[src/rtl/if_stage_pkg.sv]
// -----------------------------------------------------------------------------
// if_stage_pkg
// Shared definitions for the RV32I instruction fetch stage:
//   - INST_WIDTH             : instruction word width
//   - DEFAULT_RESET_VECTOR   : default PC after reset
//   - NOP_INSTRUCTION        : addi x0,x0,0, shown to ID in empty slots
//   - fetch_state_e          : fetch sequencer states
//   - align_pc()             : forces a target address onto a word boundary
// -----------------------------------------------------------------------------
package if_stage_pkg;

  localparam int INST_WIDTH = 32;

  localparam logic [31:0]           DEFAULT_RESET_VECTOR = 32'h0000_0000;
  localparam logic [INST_WIDTH-1:0] NOP_INSTRUCTION      = 32'h0000_0013;

  // IDLE : first cycle after reset release
  // REQ  : presenting a request (when the skid buffer is empty)
  // WAIT : one request outstanding, its response will be delivered
  // DROP : one request outstanding, its response will be discarded
  typedef enum logic [1:0] {
    ST_IDLE = 2'd0,
    ST_REQ  = 2'd1,
    ST_WAIT = 2'd2,
    ST_DROP = 2'd3
  } fetch_state_e;

  function automatic logic [31:0] align_pc(input logic [31:0] addr);
    return addr & 32'hFFFF_FFFC;
  endfunction

endpackage

[src/rtl/if_id_reg.sv]
// -----------------------------------------------------------------------------
// if_id_reg
// IF/ID pipeline register: valid flag, instruction and its PC.
// Ports:
//   clk, rst_n        : clock, synchronous active-low reset
//   flush             : invalidate the slot (highest priority)
//   load              : capture inst_in/pc_in as a valid instruction
//   hold              : keep current contents (ID is stalled)
//   inst_in, pc_in    : incoming instruction and PC
//   valid             : slot holds a real instruction
//   instruction       : instruction to the decoder (NOP_INST when !valid)
//   pc                : PC of instruction
// When neither load nor hold is asserted, ID has consumed the slot and it
// becomes a bubble. The PC field is left alone on flush/bubble.
// -----------------------------------------------------------------------------
module if_id_reg
  import if_stage_pkg::*;
#(
  parameter logic [31:0]           RESET_VECTOR = DEFAULT_RESET_VECTOR,
  parameter logic [INST_WIDTH-1:0] NOP_INST     = NOP_INSTRUCTION
) (
  input  logic                  clk,
  input  logic                  rst_n,
  input  logic                  flush,
  input  logic                  load,
  input  logic                  hold,
  input  logic [INST_WIDTH-1:0] inst_in,
  input  logic [31:0]           pc_in,
  output logic                  valid,
  output logic [INST_WIDTH-1:0] instruction,
  output logic [31:0]           pc
);

  always_ff @(posedge clk) begin
    if (!rst_n) begin
      valid       <= 1'b0;
      instruction <= NOP_INST;
      pc          <= RESET_VECTOR;
    end else if (flush) begin
      valid       <= 1'b0;
      instruction <= NOP_INST;
    end else if (load) begin
      valid       <= 1'b1;
      instruction <= inst_in;
      pc          <= pc_in;
    end else if (!hold) begin
      // Slot consumed by ID with nothing new to offer: insert a bubble.
      valid       <= 1'b0;
      instruction <= NOP_INST;
    end
  end

endmodule

[src/rtl/if_stage.sv]
// -----------------------------------------------------------------------------
// if_stage
// RV32I instruction fetch stage. Owns the PC, runs a single-outstanding
// request/response handshake to instruction memory and feeds the IF/ID
// register. A one-entry skid buffer catches a response that arrives while ID
// is stalled on a valid instruction.
// Ports:
//   clk, rst_n          : clock, synchronous active-low reset
//   imem_req_valid/ready: fetch request handshake
//   imem_addr           : word-aligned fetch address (current PC)
//   imem_rsp_valid/data : one response per accepted request
//   id_stall            : hold IF/ID contents
//   redirect_valid/pc   : flush and restart fetch at redirect_pc
//   if_id_valid/instruction/pc : IF/ID register outputs
// -----------------------------------------------------------------------------
module if_stage
  import if_stage_pkg::*;
#(
  parameter logic [31:0]           RESET_VECTOR = DEFAULT_RESET_VECTOR,
  parameter logic [INST_WIDTH-1:0] NOP_INST     = NOP_INSTRUCTION
) (
  input  logic                  clk,
  input  logic                  rst_n,
  output logic                  imem_req_valid,
  input  logic                  imem_req_ready,
  output logic [31:0]           imem_addr,
  input  logic                  imem_rsp_valid,
  input  logic [INST_WIDTH-1:0] imem_rsp_data,
  input  logic                  id_stall,
  input  logic                  redirect_valid,
  input  logic [31:0]           redirect_pc,
  output logic                  if_id_valid,
  output logic [INST_WIDTH-1:0] if_id_instruction,
  output logic [31:0]           if_id_pc
);

  fetch_state_e state, state_next;
  logic [31:0]  pc, pc_next;

  logic                  buf_valid, buf_valid_next;
  logic [INST_WIDTH-1:0] buf_inst;
  logic [31:0]           buf_pc;

  logic                  req_fire;
  logic                  deliver;
  logic                  slot_open;
  logic                  buf_load;
  logic                  buf_drain;
  logic                  slot_load;
  logic [31:0]           rsp_pc;
  logic [INST_WIDTH-1:0] slot_inst;
  logic [31:0]           slot_pc;

  // No new request while the buffer is occupied: at most one instruction can
  // be parked outside IF/ID.
  assign imem_req_valid = (state == ST_REQ) && !buf_valid;
  assign imem_addr      = pc;
  assign req_fire       = imem_req_valid && imem_req_ready;

  // In WAIT the PC has already advanced past the outstanding request and can
  // only move again by redirect, which discards the response, so pc-4 is the
  // address the response belongs to.
  assign rsp_pc    = pc - 32'd4;
  assign deliver   = (state == ST_WAIT) && imem_rsp_valid && !redirect_valid;
  assign slot_open = !id_stall || !if_id_valid;
  assign buf_load  = deliver && !slot_open;
  // The buffer is only full in REQ, so draining never collides with a delivery.
  assign buf_drain = buf_valid && !id_stall && !redirect_valid;
  assign slot_load = (deliver && slot_open) || buf_drain;
  assign slot_inst = buf_drain ? buf_inst : imem_rsp_data;
  assign slot_pc   = buf_drain ? buf_pc   : rsp_pc;

  always_ff @(posedge clk) begin
    if (!rst_n) begin
      state     <= ST_IDLE;
      pc        <= RESET_VECTOR;
      buf_valid <= 1'b0;
    end else begin
      state     <= state_next;
      pc        <= pc_next;
      buf_valid <= buf_valid_next;
    end
  end

  // Buffer payload is qualified by buf_valid and needs no reset.
  always_ff @(posedge clk) begin
    if (buf_load) begin
      buf_inst <= imem_rsp_data;
      buf_pc   <= rsp_pc;
    end
  end

  always_comb begin
    state_next     = state;
    pc_next        = pc;
    buf_valid_next = buf_valid;

    if (redirect_valid) begin
      pc_next        = align_pc(redirect_pc);
      buf_valid_next = 1'b0;
      case (state)
        ST_IDLE: state_next = ST_REQ;
        // A request accepted in this same cycle still owes us a response.
        ST_REQ:  state_next = req_fire ? ST_DROP : ST_REQ;
        ST_WAIT: state_next = imem_rsp_valid ? ST_REQ : ST_DROP;
        ST_DROP: state_next = imem_rsp_valid ? ST_REQ : ST_DROP;
        default: state_next = ST_IDLE;
      endcase
    end else begin
      if (buf_load) begin
        buf_valid_next = 1'b1;
      end else if (buf_drain) begin
        buf_valid_next = 1'b0;
      end

      case (state)
        ST_IDLE: state_next = ST_REQ;
        ST_REQ: begin
          if (req_fire) begin
            pc_next    = pc + 32'd4;
            state_next = ST_WAIT;
          end
        end
        ST_WAIT: begin
          if (imem_rsp_valid) begin
            state_next = ST_REQ;
          end
        end
        ST_DROP: begin
          if (imem_rsp_valid) begin
            state_next = ST_REQ;
          end
        end
        default: state_next = ST_IDLE;
      endcase
    end
  end

  if_id_reg #(
    .RESET_VECTOR (RESET_VECTOR),
    .NOP_INST     (NOP_INST)
  ) u_if_id_reg (
    .clk         (clk),
    .rst_n       (rst_n),
    .flush       (redirect_valid),
    .load        (slot_load),
    .hold        (id_stall),
    .inst_in     (slot_inst),
    .pc_in       (slot_pc),
    .valid       (if_id_valid),
    .instruction (if_id_instruction),
    .pc          (if_id_pc)
  );

endmodule
[config.mk]
export PLATFORM = sky130hd
export DESIGN_NAME = if_stage
export DESIGN_NICKNAME = d
export VERILOG_FILES = /design/src/rtl/if_stage_pkg.sv /design/src/rtl/if_id_reg.sv /design/src/rtl/if_stage.sv
export SDC_FILE = /design/constraint.sdc
export NUM_CORES = 1
export LEC_CHECK = 0
export ABC_CLOCK_PERIOD_IN_PS = 4500
export CAP_MARGIN = 40
export CORE_MARGIN = 1
export CORE_UTILIZATION = 45
export CTS_BUF_LIST = sky130_fd_sc_hd__clkbuf_2 sky130_fd_sc_hd__clkbuf_4 sky130_fd_sc_hd__clkbuf_8
export DETAILED_ROUTE_END_ITERATION = 8
export PLACE_DENSITY = 0.87
export SLEW_MARGIN = 20
export SYNTH_ARGS = -nofsm -noshare
export SYNTH_HDL_FRONTEND = slang
export SYNTH_SLANG_ARGS = --single-unit
[constraint.sdc]
create_clock -name clk -period 4.5 [get_ports clk]
set_input_delay 0.675 -clock clk [delete_from_list [all_inputs] [get_ports clk]]
set_output_delay 0.675 -clock clk [all_outputs]
set_load 0.02 [all_outputs]
**Word level (Yosys, flattened, before mapping)**

Index checks and enable logic that the tools add are counted.

- Add/subtract/negate cells: 2
- Equal/unequal tests: 6
- Mux-type cells: 18
- Bitwise operators: 2
- Reduce and logical (&&, ||, !) cells: 25

Operator list:

| operator | count |
|---|---|
| $mux W32 | 7 |
| $add A32 B3 Y32 const B | 1 |
| $sub A32 B3 Y32 const B | 1 |
| $pmux W2 S3 | 2 |
| $mux W2 | 5 |
| $logic_and A1 B1 Y1 | 8 |
| $reduce_and A2 Y1 | 4 |
| $reduce_bool A2 Y1 | 3 |
| $logic_not A1 Y1 | 5 |
| $eq A2 B2 Y1 const B | 2 |
| $mux W1 | 4 |
| $reduce_or A2 Y1 | 2 |
| $ne A3 B1 Y1 const B | 1 |
| $ne A3 B3 Y1 const B | 1 |
| $eq A2 B1 Y1 const B | 1 |
| $logic_not A2 Y1 | 1 |
| $logic_or A1 B1 Y1 | 2 |
| $ne A2 B1 Y1 const B | 1 |
| $not A1 Y1 | 2 |

- Register bits after elaboration: 164
- Output and inout port bits: 98
- Logic and storage cells: 62

**Longest topological paths before layout**

- Depth after elaboration: 6
- Mapped depth: 8

**Cells and area by module**

From an unflattened synthesis, not the netlist that was laid out.

- Cells, all modules: 817
- Area, all modules: 7523.5 µm²

Modules (own cells, without submodules):

| module | instances | cells each | area each (µm²) | seq. area each (µm²) |
|---|---|---|---|---|
| if_stage | 1 | 531 | 5044.8 | 2522.4 |
| if_id_reg | 1 | 286 | 2478.6 | 1301.2 |

**Worst setup path before layout**

Ideal clock, no wire load.

- Path type: in2reg
- Start: input port redirect_valid
- End: register buf_inst[0], enable pin
- Library setup time: 0.491 ns
- Arrival time: 4.047 ns
- Data required time: 4.009 ns
- Setup slack: -0.037 ns
- Stages on the path: 3
- Path buffers: 1
- Cells stage by stage: clkbuf_1 -> nor4bb_1 -> nor2b_1

- Word-level cells in the longest chain between the ends: 3

RTL lines:

| item | line | text |
|---|---|---|
| start: declaration | if_stage.sv:30 | `input logic redirect_valid,` |
| $logic_not A1 Y1 | if_stage.sv:64 | `assign deliver = (state == ST_WAIT) && imem_rsp_valid && !redirect_valid;` |
| $logic_and A1 B1 Y1 | if_stage.sv:64 |  |
| $logic_and A1 B1 Y1 | if_stage.sv:66 | `assign buf_load = deliver && !slot_open;` |
| net buf_load | if_stage.sv:47 | `logic buf_load;` |
| end signal: assignment | if_stage.sv:88 | `buf_inst <= imem_rsp_data;` |
| end: declaration | if_stage.sv:41 | `logic [INST_WIDTH-1:0] buf_inst;` |

The timed path passes the listed nets, and every way through them passes these cells.
A chain may end at the register's enable or synchronous reset.

**Worst setup path in the final report**

- Start: input port redirect_valid
- End: register u_if_id_reg.pc[9]

- Word-level cells in the longest chain between the ends: 5
- Elaborated cells between the ends (all ways): 8
- Those cells by class: mux: 1; bitwise: 1; reduce/logical: 6

RTL lines:

| item | line | text |
|---|---|---|
| $logic_not A1 Y1 | if_stage.sv:64, if_stage.sv:68 |  |
| $logic_and A1 B1 Y1 | if_stage.sv:64 |  |
| $logic_and A1 B1 Y1 | if_stage.sv:69 | `assign slot_load = (deliver && slot_open) \|\| buf_drain;` |
| $logic_or A1 B1 Y1 | if_stage.sv:69 |  |
| $reduce_and A2 Y1 (no line) | -- |  |
| end signal: assignment | if_id_reg.sv:45 | `pc <= pc_in;` |
| end: declaration | if_id_reg.sv:31 | `output logic [31:0] pc` |

Parallel ways exist; a longest one is shown, timed or not.

==> flow_metrics.py <==
metrics = {
    "synth": {
        "yosys.area.top_type": "dfxtp_1",
        "synth_flop_cell": "dfxtp_1",
        "synth_common_cells": "dfxtp_1, nand2_1, nor2_1, nand3_1, edfxtp_1",
        "syn_area_per_cell_sq_um": 9.350,
        "synth_edf_count": 62,
        "synth.area.top_cells": "dfxtp_1, edfxtp_1, nand3_1",
        "synthArstFlopShare_pct": 0,
        "yosysWarnings": 0,
        "synth_seq_area_share_pct": 51.68,
        "ys_types": 57,
        "synth_compound_area_share_pct": 13.40,
        "synthSimpleGateAreaFrac_pct": 22.58,
        "synth-xor-area-share_pct": 6.102,
        "synthesis.area_sq_um": 7321,
        "yosys.area_share.adder_pct": 0.3418,
        "synth.area.mux_share_pct": 0.4273,
        "synth.most_common_cell": "dfxtp_1",
        "synth_top_area_share_pct": 26.25,
        "synth_top_family_by_area": "simple AND/OR/NAND/NOR gates",
        "ys_seq_elements": 158,
        "synth_cells": 783,
    },
    "finish": {
        "final.fill_count": 1370,
        "drive_above_1_share_pct": 6.798,
        "synthToLayoutAreaGrowth_pct": 28.01,
        "ff_latch_area_sq_um": 3784,
        "stdcell_count": 1129,
        "final_design_area_no_fill_sq_um": 9371,
        "multi_input_area_sq_um": 3168,
        "nets": 971,
    },
    "cts": {
        "max-clock-path-buffers": 2,
        "path_clk_slew_ns": 0.08,
        "clkLatencyLatePin_ns": 0.45,
        "cts_resized": 0,
        "cts_made_buffers": 17,
        "post-cts-setup-buffers": 0,
        "cts_tree": "built",
        "clock_sink_count": 158,
        "h-tree-depth": 4,
        "postCtsHoldBufs": 0,
        "cts-root-buf": "clkbuf_8",
    },
    "setup_path": {
        "cpMaxStageDelayCell": "clkdlybuf4s50_1",
        "arrival_ns": 3.28,
        "crit_type": "input pin to flip-flop",
        "slowest_delay_ns": 0.63,
        "worst_ep_required_time_ns": 4.81,
        "path_cells": "clkdlybuf4s50_1, nor4bb_1, and2_2, nor2_1, a211oi_1, a311oi_1",
        "worst_setup_path_start_kind": "input pin",
        "critPathCaptureType": "flip-flop",
        "cp_max_fo": 25,
    },
    "power": {
        "p_switching_uw": 742.0,
        "p_int_mw": 2.171,
        "p_per_area_nw_per_um2": 310.8,
        "p_leak_nw": 3.065,
        "p_comb_share_pct": 10.9,
        "ir_drop_v": 0.0001717,
        "switching_share_pct": 25.47,
        "clockPowerShare_pct": 35.3,
        "p_seq_share_pct": 53.8,
    },
    "floorplanning": {
        "dieWidth_um": 129.5,
        "core_area_sq_um": 15890,
        "placementRows": 46,
        "initial_utilization_pct": 46.09,
        "die_h_um": 129.5,
        "dieArea_sq_um": 16780,
        "io_pins": 168,
    },
    "drt": {
        "vias": 6478,
        "drt_wl_total_um": 19590,
        "first_iter_violations": 521,
        "drc_errors": 0,
        "drt_pass1_iterations": 5,
        "viasPerCell": 5.738,
        "wire_per_inst_um": 17.35,
        "ant_nets": 0,
    },
    "sta": {
        "setup_viol": 0,
        "hold_viol": 0,
        "clock-skew-final_ns": 0.01009,
        "rsz0062_at_grt": "no",
        "drv_slew": 0,
        "min_period_over_period_pct": 65.96,
        "finalSetupTns_ns": 0,
        "slew_headroom_pct": 54.73,
        "tightest_slew_ns": 0.6791,
        "fmax_mhz": 336.9,
        "period_minus_slack_ns": 2.968,
    },
    "global_route": {
        "antenna_found_initial": 1,
        "grt_pass1_vias": 6103,
        "grt_first_pass_wirelength_um": 31020,
        "grt_usage_pct": 23.83,
        "grt_overflow": 0,
        "grt_start_max_net_pins": 59,
    },
    "placement": {
        "hpwl_um": 13100,
        "gp_congestion": 0.8670,
        "placed_area_sq_um": 8991,
        "place_inst": 1096,
        "io_buffers": 161,
    },
    "status": {
        "outcome": "completed",
    },
    "job": {
        "cap_violations": 0,
    },
    "hold_path": {
        "hp-class": "flip-flop to flip-flop",
    },
}
## worst max-delay path, delay by kind of cell
| family | cells | cell delay (ns) |
|---|---|---|
| AND/OR/NAND/NOR | 3 | 1.55 |
| buffers and inverters | 1 | 0.63 |
| AO/OA/AOI/OAI | 2 | 0.43 |
## area by class of cell
class	count	share of cell area, %
Clock inverter	12	1.295
Inverter	14	0.5607
Timing Repair Buffer	173	18.32
Clock buffer	20	2.737
Sequential cell	158	40.37
Multi-Input combinational cell	535	33.81
Antenna cell	1	0.02670
Tap cell	216	2.884
## registers in the layout (all words and copies together), names as in the netlist
signal / cells
buf_inst: 32
state: 2
buf_pc: 30
imem_addr: 30
buf_valid: 1
u_if_id_reg.pc: 30
u_if_id_reg.instruction: 32
u_if_id_reg.valid: 1
## cell families (layout without fill, tap and decap cells)
family                   Yosys count  after routing
AO/OA/AOI/OAI                    145            145
XOR/XNOR                          51             51
adder cells (fa/ha/maj)            2              2
buffers and inverters             93            219
flip-flops                       158            158
multiplexers                       3              3
other                              1              5
AND/OR/NAND/NOR                  330            330
## power groups by stage
stage	sequential (mW)	combinational (mW)	clock [mW]
global placement	1.60	0.307	0
CTS	1.56	0.316	1.04
finish	1.57	0.318	1.03
global route	1.57	0.343	1.10
detailed placement	1.60	0.313	0
floorplan	1.59	0.177	0
## layer usage
layer / vias up / track usage [%] / wire, um
met5: - / 0 / 0
met4: 0 / 7.592 / 301
met3: 27 / 6.069 / 1580
met2: 291 / 39.47 / 9302
met1: 3107 / 30.51 / 8406
li1: 3053 / - / -
## metrics by stage
step,util [%],hold WS [ns],setup slack [ns],total power [mW]
final,59.00,0.4534,1.532,2.913
after floorplan,-,0.4286,1.151,1.766
after global placement,56.51,0.4316,1.183,1.902
after detailed placement,56.60,0.4416,1.141,1.910
after global routing,58.98,0.4609,1.292,3.017
after CTS,58.98,0.4563,1.572,2.925
## cells in the final DEF (no fill, tap or decap), types with 7 or more instances in the layout
master	Yosys	layout
a211oi_1	10	10
a21o_1	8	8
a21oi_1	31	31
a311oi_1	32	32
a31oi_1	7	7
buf_4	4	10
clkbuf_8	0	17
clkdlybuf4s50_1	0	160
dfxtp_1	96	96
edfxtp_1	62	62
inv_1	14	14
nand2_1	87	85
nand3_1	70	70
nand4_1	9	9
nor2_1	75	74
nor3_1	23	23
nor4_1	18	18
o21ai_0	34	34
xnor2_1	40	40
xor2_1	11	11
## worst paths after layout
kind / start / to / slack [ns] / cells after the start
setup / recovery: redirect_valid / u_if_id_reg.pc[9]$_SDFFE_PN0P_ / 1.53 / 6
hold / removal: buf_inst[0]$_DFFE_PP_ / u_if_id_reg.instruction[0]$_SDFFE_PP1P_ / 0.45 / 1
setup reg to reg: state[1]$_SDFFE_PN0P_ / u_if_id_reg.pc[9]$_SDFFE_PN0P_ / 2.13 / 5
hold reg to reg: buf_inst[0]$_DFFE_PP_ / u_if_id_reg.instruction[0]$_SDFFE_PP1P_ / 0.45 / 1
(Power assumes the default switching activity.)
